[config.mk]
export PLATFORM = sky130hd
export DESIGN_NAME = uart_rx_param
export DESIGN_NICKNAME = d
export VERILOG_FILES = /design/src/rtl/uart_rx_param.sv
export SDC_FILE = /design/constraint.sdc
export NUM_CORES = 1
export LEC_CHECK = 0
export ABC_AREA = 1
export BUFFER_PORTS_ARGS = -buffer_cell sky130_fd_sc_hd__buf_2
export CAP_MARGIN = 10
export CORE_MARGIN = 5
export CORE_UTILIZATION = 40
export DETAILED_ROUTE_END_ITERATION = 8
export PLACE_DENSITY = 0.63
export SYNTH_ARGS = -nofsm -noshare
export SYNTH_HDL_FRONTEND = slang
export SYNTH_SLANG_ARGS = --single-unit
[constraint.sdc]
create_clock -name clk_br -period 3.7 [get_ports clk_br]
set_input_delay 0.37 -clock clk_br [delete_from_list [all_inputs] [get_ports clk_br]]
set_output_delay 0.37 -clock clk_br [all_outputs]
set_load 0.01 [all_outputs]
[src/rtl/uart_rx_param.sv]
// -----------------------------------------------------------------------------
// uart_rx_param
//
// Purpose
//   Oversampling UART receiver. A falling edge on the idle-high serial line
//   starts a frame. The start bit is re-checked at its midpoint to reject
//   glitches. Data, optional parity and stop bits are then sampled once per
//   bit period, at the centre of each bit. A completed word is delivered
//   together with its error flags, even if the frame contains errors.
//
// Parameters
//   DATA_BITS    data bits per frame (5..9)
//   OVERSAMPLE   clk_br cycles per bit (even, 8..254)
//   PARITY_MODE  0 = none, 1 = even, 2 = odd
//   STOP_BITS    1 or 2
//
// Ports
//   clk_br      in   single clock; all state changes on its rising edge
//   rst_n       in   asynchronous active-low reset
//   rx          in   serial line, idles high
//   read        in   consumer acknowledge; clears ready
//   data        out  last received word, LSB = first bit on the line
//   ready       out  a word is held in data and has not been read yet
//   parity_err  out  parity mismatch on the last delivered word
//   frame_err   out  a stop bit was sampled low on the last delivered word
//   overrun     out  a word was delivered while ready was still high
//   busy        out  receiver is in any state other than IDLE
//
// Configuration macro
//   UART_RX_SYNC_EN  when defined, rx passes through a two-flop synchronizer
//                    (reset value 1) before use, adding 2 cycles of latency.
//                    When undefined, rx is used directly.
// -----------------------------------------------------------------------------
module uart_rx_param #(
  parameter int DATA_BITS   = 8,
  parameter int OVERSAMPLE  = 20,
  parameter int PARITY_MODE = 0,
  parameter int STOP_BITS   = 1
) (
  input  logic                 clk_br,
  input  logic                 rst_n,
  input  logic                 rx,
  input  logic                 read,
  output logic [DATA_BITS-1:0] data,
  output logic                 ready,
  output logic                 parity_err,
  output logic                 frame_err,
  output logic                 overrun,
  output logic                 busy
);

  typedef enum logic [2:0] {
    S_IDLE,
    S_START,
    S_DATA,
    S_PARITY,
    S_STOP
  } state_t;

  // Sample-counter values at which the line is examined: the middle of the
  // start bit, and the middle of every subsequent bit (counted from the
  // previous sample point, one full bit period later).
  localparam logic [7:0] CNT_HALF_LAST = 8'(OVERSAMPLE / 2 - 1);
  localparam logic [7:0] CNT_BIT_LAST  = 8'(OVERSAMPLE - 1);
  localparam logic [3:0] IDX_DATA_LAST = 4'(DATA_BITS - 1);
  localparam logic [3:0] IDX_STOP_LAST = 4'(STOP_BITS - 1);
  localparam logic       PARITY_ODD    = (PARITY_MODE == 2);
  localparam bit         PARITY_EN     = (PARITY_MODE != 0);

  // ---------------------------------------------------------------------------
  // Line input conditioning
  // ---------------------------------------------------------------------------
  logic w_rx_s;

`ifdef UART_RX_SYNC_EN
  logic [1:0] r_sync;

  // Reset to the idle level so a released reset never looks like a start bit
  // unless the line really is low.
  always_ff @(posedge clk_br or negedge rst_n) begin
    if (!rst_n) begin
      r_sync <= 2'b11;
    end else begin
      r_sync <= {r_sync[0], rx};
    end
  end

  assign w_rx_s = r_sync[1];
`else
  assign w_rx_s = rx;
`endif

  // ---------------------------------------------------------------------------
  // State
  // ---------------------------------------------------------------------------
  state_t               r_state;
  logic [7:0]           r_cnt;
  logic [3:0]           r_idx;
  logic [DATA_BITS-1:0] r_shift;
  logic                 r_par_pend;  // parity mismatch seen in this frame
  logic                 r_frm_pend;  // low stop sample seen in this frame

  logic [DATA_BITS-1:0] r_data;
  logic                 r_ready;
  logic                 r_parity_err;
  logic                 r_frame_err;
  logic                 r_overrun;

  state_t               w_state_nx;
  logic [7:0]           w_cnt_nx;
  logic [3:0]           w_idx_nx;
  logic [DATA_BITS-1:0] w_shift_nx;
  logic                 w_par_pend_nx;
  logic                 w_frm_pend_nx;
  logic                 w_deliver;

  logic [DATA_BITS-1:0] w_data_nx;
  logic                 w_ready_nx;
  logic                 w_parity_err_nx;
  logic                 w_frame_err_nx;
  logic                 w_overrun_nx;

  logic                 w_bit_tick;
  logic                 w_par_expect;

  assign w_bit_tick   = (r_cnt == CNT_BIT_LAST);
  // Expected line level of the parity bit for the word collected so far.
  assign w_par_expect = (^r_shift) ^ PARITY_ODD;

  // ---------------------------------------------------------------------------
  // Next-state logic for the frame FSM
  // ---------------------------------------------------------------------------
  always_comb begin
    // NOTE: every signal gets a default before the case statement; a path
    // that leaves one unassigned would infer a latch.
    w_state_nx    = r_state;
    w_cnt_nx      = r_cnt;
    w_idx_nx      = r_idx;
    w_shift_nx    = r_shift;
    w_par_pend_nx = r_par_pend;
    w_frm_pend_nx = r_frm_pend;
    w_deliver     = 1'b0;

    case (r_state)
      S_IDLE: begin
        if (!w_rx_s) begin
          w_state_nx = S_START;
          w_cnt_nx   = '0;
        end
      end

      S_START: begin
        if (r_cnt == CNT_HALF_LAST) begin
          w_cnt_nx = '0;
          if (w_rx_s) begin
            // Line went back high before mid-start: a glitch, not a frame.
            w_state_nx = S_IDLE;
          end else begin
            w_state_nx    = S_DATA;
            w_idx_nx      = '0;
            w_par_pend_nx = 1'b0;
            w_frm_pend_nx = 1'b0;
          end
        end else begin
          w_cnt_nx = r_cnt + 8'd1;
        end
      end

      S_DATA: begin
        if (w_bit_tick) begin
          w_cnt_nx   = '0;
          // Shift in from the top so the first received bit ends in bit 0.
          w_shift_nx = {w_rx_s, r_shift[DATA_BITS-1:1]};
          if (r_idx == IDX_DATA_LAST) begin
            w_idx_nx   = '0;
            w_state_nx = PARITY_EN ? S_PARITY : S_STOP;
          end else begin
            w_idx_nx = r_idx + 4'd1;
          end
        end else begin
          w_cnt_nx = r_cnt + 8'd1;
        end
      end

      S_PARITY: begin
        if (w_bit_tick) begin
          w_cnt_nx      = '0;
          w_par_pend_nx = (w_rx_s != w_par_expect);
          w_idx_nx      = '0;
          w_state_nx    = S_STOP;
        end else begin
          w_cnt_nx = r_cnt + 8'd1;
        end
      end

      S_STOP: begin
        if (w_bit_tick) begin
          w_cnt_nx = '0;
          if (!w_rx_s) begin
            w_frm_pend_nx = 1'b1;
          end
          if (r_idx == IDX_STOP_LAST) begin
            w_deliver  = 1'b1;
            w_idx_nx   = '0;
            w_state_nx = S_IDLE;
          end else begin
            w_idx_nx = r_idx + 4'd1;
          end
        end else begin
          w_cnt_nx = r_cnt + 8'd1;
        end
      end

      default: begin
        w_state_nx = S_IDLE;
        w_cnt_nx   = '0;
        w_idx_nx   = '0;
      end
    endcase
  end

  // ---------------------------------------------------------------------------
  // Delivery / consumer handshake
  // ---------------------------------------------------------------------------
  always_comb begin
    w_data_nx       = r_data;
    w_ready_nx      = r_ready;
    w_parity_err_nx = r_parity_err;
    w_frame_err_nx  = r_frame_err;
    w_overrun_nx    = r_overrun;

    // A read only counts while a word is actually pending.
    if (read && r_ready) begin
      w_ready_nx   = 1'b0;
      w_overrun_nx = 1'b0;
    end

    // Delivery takes priority over a simultaneous read: the new word stays
    // pending. Overrun only flags a word that was never acknowledged.
    if (w_deliver) begin
      w_data_nx       = r_shift;
      w_ready_nx      = 1'b1;
      w_parity_err_nx = r_par_pend;
      w_frame_err_nx  = r_frm_pend | ~w_rx_s;
      if (r_ready && !read) begin
        w_overrun_nx = 1'b1;
      end
    end
  end

  // ---------------------------------------------------------------------------
  // Registers
  // ---------------------------------------------------------------------------
  always_ff @(posedge clk_br or negedge rst_n) begin
    if (!rst_n) begin
      r_state      <= S_IDLE;
      r_cnt        <= '0;
      r_idx        <= '0;
      r_shift      <= '0;
      r_par_pend   <= 1'b0;
      r_frm_pend   <= 1'b0;
      r_data       <= '0;
      r_ready      <= 1'b0;
      r_parity_err <= 1'b0;
      r_frame_err  <= 1'b0;
      r_overrun    <= 1'b0;
    end else begin
      // NOTE: non-blocking assignments here so every register samples the
      // values from before this edge, independent of statement order.
      r_state      <= w_state_nx;
      r_cnt        <= w_cnt_nx;
      r_idx        <= w_idx_nx;
      r_shift      <= w_shift_nx;
      r_par_pend   <= w_par_pend_nx;
      r_frm_pend   <= w_frm_pend_nx;
      r_data       <= w_data_nx;
      r_ready      <= w_ready_nx;
      r_parity_err <= w_parity_err_nx;
      r_frame_err  <= w_frame_err_nx;
      r_overrun    <= w_overrun_nx;
    end
  end

  assign data       = r_data;
  assign ready      = r_ready;
  assign parity_err = r_parity_err;
  assign frame_err  = r_frame_err;
  assign overrun    = r_overrun;
  assign busy       = (r_state != S_IDLE);

endmodule

==> run summary <==
The flow ran to the end, and the final reports show no timing, DRC or antenna violations. The initial core utilization came out at 0.4067. IR analysis of the VDD net gives a maximum drop of 0.2125 mV. By area the synthesized netlist is led by sky130_fd_sc_hd__dfrtp_1 45%, sky130_fd_sc_hd__nand2_1 14%, sky130_fd_sc_hd__inv_1 4.8%, sky130_fd_sc_hd__o21ai_0 4.6%, sky130_fd_sc_hd__nor2_1 4.2%. The library cell used most frequently in the layout, excluding fill and tap cells, is sky130_fd_sc_hd__nand2_1.

The routed length on met1 came out at 1797 um. The switching portion of total power is 0.3473. Static timing analysis puts the maximum clock frequency at 0.5541 GHz.

The number of fillers in the final layout was 490. Entering global routing, the biggest net connects 38 pins. The standard cell core area is 5042 um2.

The worst slew margin relative to its limit is 0.4404. The top cell types in the final layout, fill and taps aside, are 74 x sky130_fd_sc_hd__nand2_1, 37 x sky130_fd_sc_hd__dfrtp_1, 26 x sky130_fd_sc_hd__inv_1. The cell sitting at the root of the clock tree is a sky130_fd_sc_hd__clkbuf_8.

Clock tree synthesis inserted a total of 5 buffers. The logs give 1.151 nW for the standby leakage power and 136 um for the met3 wirelength from detailed routing. The count of port buffers added during placement was 16; the detailed-placement wirelength estimate was 2711 um. The share of cells above drive strength 1 is 0.1835, and the portion of total power attributed to the clock network is 0.305.

Max-cap violations in this run came to 0. The number of failing hold endpoints at the final stage came out at 0. The floorplan has 26 rows. In this run the vertical extent of the chip is 81.60 um. The critical path in this run is classified as reg -> reg. The pin slew with the least headroom to its limit was 0.8394 ns. At the worst endpoint, the required time is 3.87 ns. The growth of design area from synthesis to finish is 12.14%. The placer congestion estimate was 0.7956. For the total placed cells including tap cells, the log shows 329. The synthesized netlist cell count was 247. Clock-pin slew was measured on the worst setup and hold paths at 0.07 ns. The tools report the number of antenna-violating nets in the routed design as 0. Once the clock tree was built, the setup fixing pass inserted 0 buffers. Number of global-route vias before repair: 1513. Synthesis inferred 37 register bits.

The number of nets in the synthesized netlist is 255. The clock tree synthesis step divided the H-tree into 2 levels. Share of the clock period used by the worst path: 0.4877. The sequential share of power came out at 0.395. Each instance of the synthesized netlist takes up on average 8.302 um2. The horizontal die dimension is 81.60 um.

The top layer used by detailed routing is met4. The area share of the largest cell type after synthesis was 0.4515. The first routing iteration left 88 violations. Post-detailed-route wirelength per cell: 11.03 um. The completed layout was analyzed and its total power is 1.185 mW. In this run the power density over the cells is 515.4 nW/um2. The tools report the initial antenna violation count as 0. Summed over all instances, the cell type with the most area after synthesis is sky130_fd_sc_hd__dfrtp_1. In the routed design, unresolved DRC markers number 0.

For the I/O pin total, the log shows 17. Summed over all layers, the routed wires come to 3717 um. The tools report the total of hold buffers inserted after clock tree synthesis as 0. The routed design could run at a clock period as short as 1.805 ns. For the arrival time at the worst endpoint, the log shows 1.98 ns. The switching power of the nets is 0.4116 mW. The depth of the worst register-to-register path works out to 8. The tools report the endpoint kind of the worst setup timing path as a flop. The logs give 0.1813 ns for the worst slack on hold paths and 0 for the number of cells upsized or downsized after cts. The first global-routing pass estimated 6555 um of wire.

The total overflow left after global routing is 0. For this run, the number of Yosys warnings is 0. The run gives 0 as the final antenna diode count. In this run the deepest clock path goes through 2 buffers. The run gives 0.299 as the fraction of power consumed by combinational cells.

TritonCTS built the clock tree. The die covers 6659 um2. The tools report the post-synth design cell area as 2051 um2. In this run the worst hold path is classified as in -> async. After detailed routing, the met2 layer carries 1699 um of wire. Fraction of the yosys area taken by sequential cells: 0.4515. The net count of the finished layout is 274. Setup repair after global routing left no endpoint under its margin.

Setup violations remaining at the end of the flow were counted as 0. The final critical-path setup slack is 1.895 ns, and the final worst clock skew is 0.004711 ns. Prior to clock tree synthesis, the placed netlist has a worst setup slack of 1.899 ns. The tools report the count of TritonRoute iterations in the first routing pass as 4.

For this run, the number of standard cells in the final layout without fillers is 337. After synthesis, the netlist uses 35 different library cells. For the final number of max-transition violations, the log shows 0.

The via-per-instance ratio works out to 4.564. Clock latency on the worst-skew pair, taken at its later pin, is 0.29 ns. The critical-path maximum fanout is 13. STA classifies the critical path startpoint as a flop. The TritonCTS sink count is 37, and the via count is 1538. After routing, the total negative slack on setup checks comes to 0 ns.

The internal power summed over all cells is 0.7737 mW, and the global-route usage over all layers is 0.1293.
## power by group through the flow
stage                     clock, mW  sequential (mW)  combinational [mW]
final                         0.362            0.469               0.355
after global routing          0.389            0.474               0.399
after CTS                     0.375            0.468               0.360
after detailed placement          0            0.476               0.360
after global placement            0            0.474               0.356
after floorplan                   0            0.470               0.315
## registers in the layout, indices dropped and copies added (netlist names), named ones only
name and flops:
frame_err 1, r_shift 8, parity_err 1, r_idx 4
r_cnt 8, ready 1, r_state 3, r_par_pend 1
r_frm_pend 1, data 8
## cell families after synthesis
kind of cell	Yosys count	share of synthesized area
xor+xnor	7	0.02990
compound gates	32	0.1104
simple gates	131	0.2996
flops	37	0.4515
fa+ha+maj	4	0.02441
mux	2	0.01220
buf+inv	34	0.07198
## per-layer routing
| metal | vias to the layer above | GRT usage |
|---|---|---|
| met1 | 696 | 0.1596 |
| met4 | 0 | 0.06478 |
| met5 | - | 0 |
| li1 | 813 | - |
| met3 | 6 | 0.03838 |
| met2 | 23 | 0.2052 |
## worst max-delay path: stages (launching register included)
cell,delay [ns]
sky130_fd_sc_hd__dfrtp_1,0.42
sky130_fd_sc_hd__ha_1,0.23
sky130_fd_sc_hd__nand3_2,0.14
sky130_fd_sc_hd__nor2_8,0.22
sky130_fd_sc_hd__o21ai_4,0.10
sky130_fd_sc_hd__nor2_4,0.27
sky130_fd_sc_hd__nand2_1,0.16
sky130_fd_sc_hd__nand2_1,0.09
sky130_fd_sc_hd__nand2_1,0.06
## final cells by class
cell class | count | area (um2) | share of cell area
clock buffers | 7 | 86.33 | 0.03754
clock inverters | 1 | 30.03 | 0.01306
inverters | 30 | 112.6 | 0.04897
multi-input cells | 176 | 977.2 | 0.4249
flip-flops and latches | 37 | 925.9 | 0.4026
well taps | 70 | 87.58 | 0.03808
repair buffers | 16 | 80.08 | 0.03482
## through the flow
step,cell area (um2),utilization
6_report,2300,0.4561
5_1_grt,2300,0.4561
4_1_cts,2300,0.4561
3_5_place_dp,2183,0.4330
3_3_place_gp,2183,0.4330
2_1_floorplan,2051,-
## cell usage after synthesis
cell                        instances
sky130_fd_sc_hd__nand2_2            4
sky130_fd_sc_hd__o21ai_4            1
sky130_fd_sc_hd__o31ai_1            1
sky130_fd_sc_hd__or2_0              1
sky130_fd_sc_hd__nor2_2             2
sky130_fd_sc_hd__nand4_1            1
sky130_fd_sc_hd__mux2_4             1
sky130_fd_sc_hd__a21oi_4            1
sky130_fd_sc_hd__nor2_8             1
sky130_fd_sc_hd__ha_1               4
sky130_fd_sc_hd__nor2_1            23
sky130_fd_sc_hd__inv_2              4
sky130_fd_sc_hd__nand3b_1           1
sky130_fd_sc_hd__mux2i_1            1
sky130_fd_sc_hd__xor2_1             7
sky130_fd_sc_hd__clkbuf_1           1
sky130_fd_sc_hd__nor2_4             4
sky130_fd_sc_hd__nand3_1           16
sky130_fd_sc_hd__a21boi_0           2
sky130_fd_sc_hd__nor3_2             1
sky130_fd_sc_hd__buf_8              1
sky130_fd_sc_hd__nand2_1           74
sky130_fd_sc_hd__o21bai_4           1
sky130_fd_sc_hd__a21oi_1            1
sky130_fd_sc_hd__nand3_4            1
sky130_fd_sc_hd__inv_1             26
sky130_fd_sc_hd__dfrtp_1           37
sky130_fd_sc_hd__buf_6              1
sky130_fd_sc_hd__o21ai_0           19
sky130_fd_sc_hd__buf_2              1
sky130_fd_sc_hd__a2bb2oi_1          1
sky130_fd_sc_hd__o22ai_2            2
sky130_fd_sc_hd__o21ai_1            2
sky130_fd_sc_hd__nand3_2            2
sky130_fd_sc_hd__o21ai_2            1
## path summary, 6_finish.rpt
check,start,endpoint,slack [ns]
max in group asynchronous,rst_n,frame_err,2.99
worst max register to register,r_cnt[0],r_idx[2],1.90
worst max-delay path,r_cnt[0],r_idx[2],1.90
min in group clk_br,read,flop,0.26
worst min register to register,ready,flop,0.47
worst min-delay path,rst_n,r_idx[3],0.18
No activity file was read; power rests on OpenSTA's default activity.
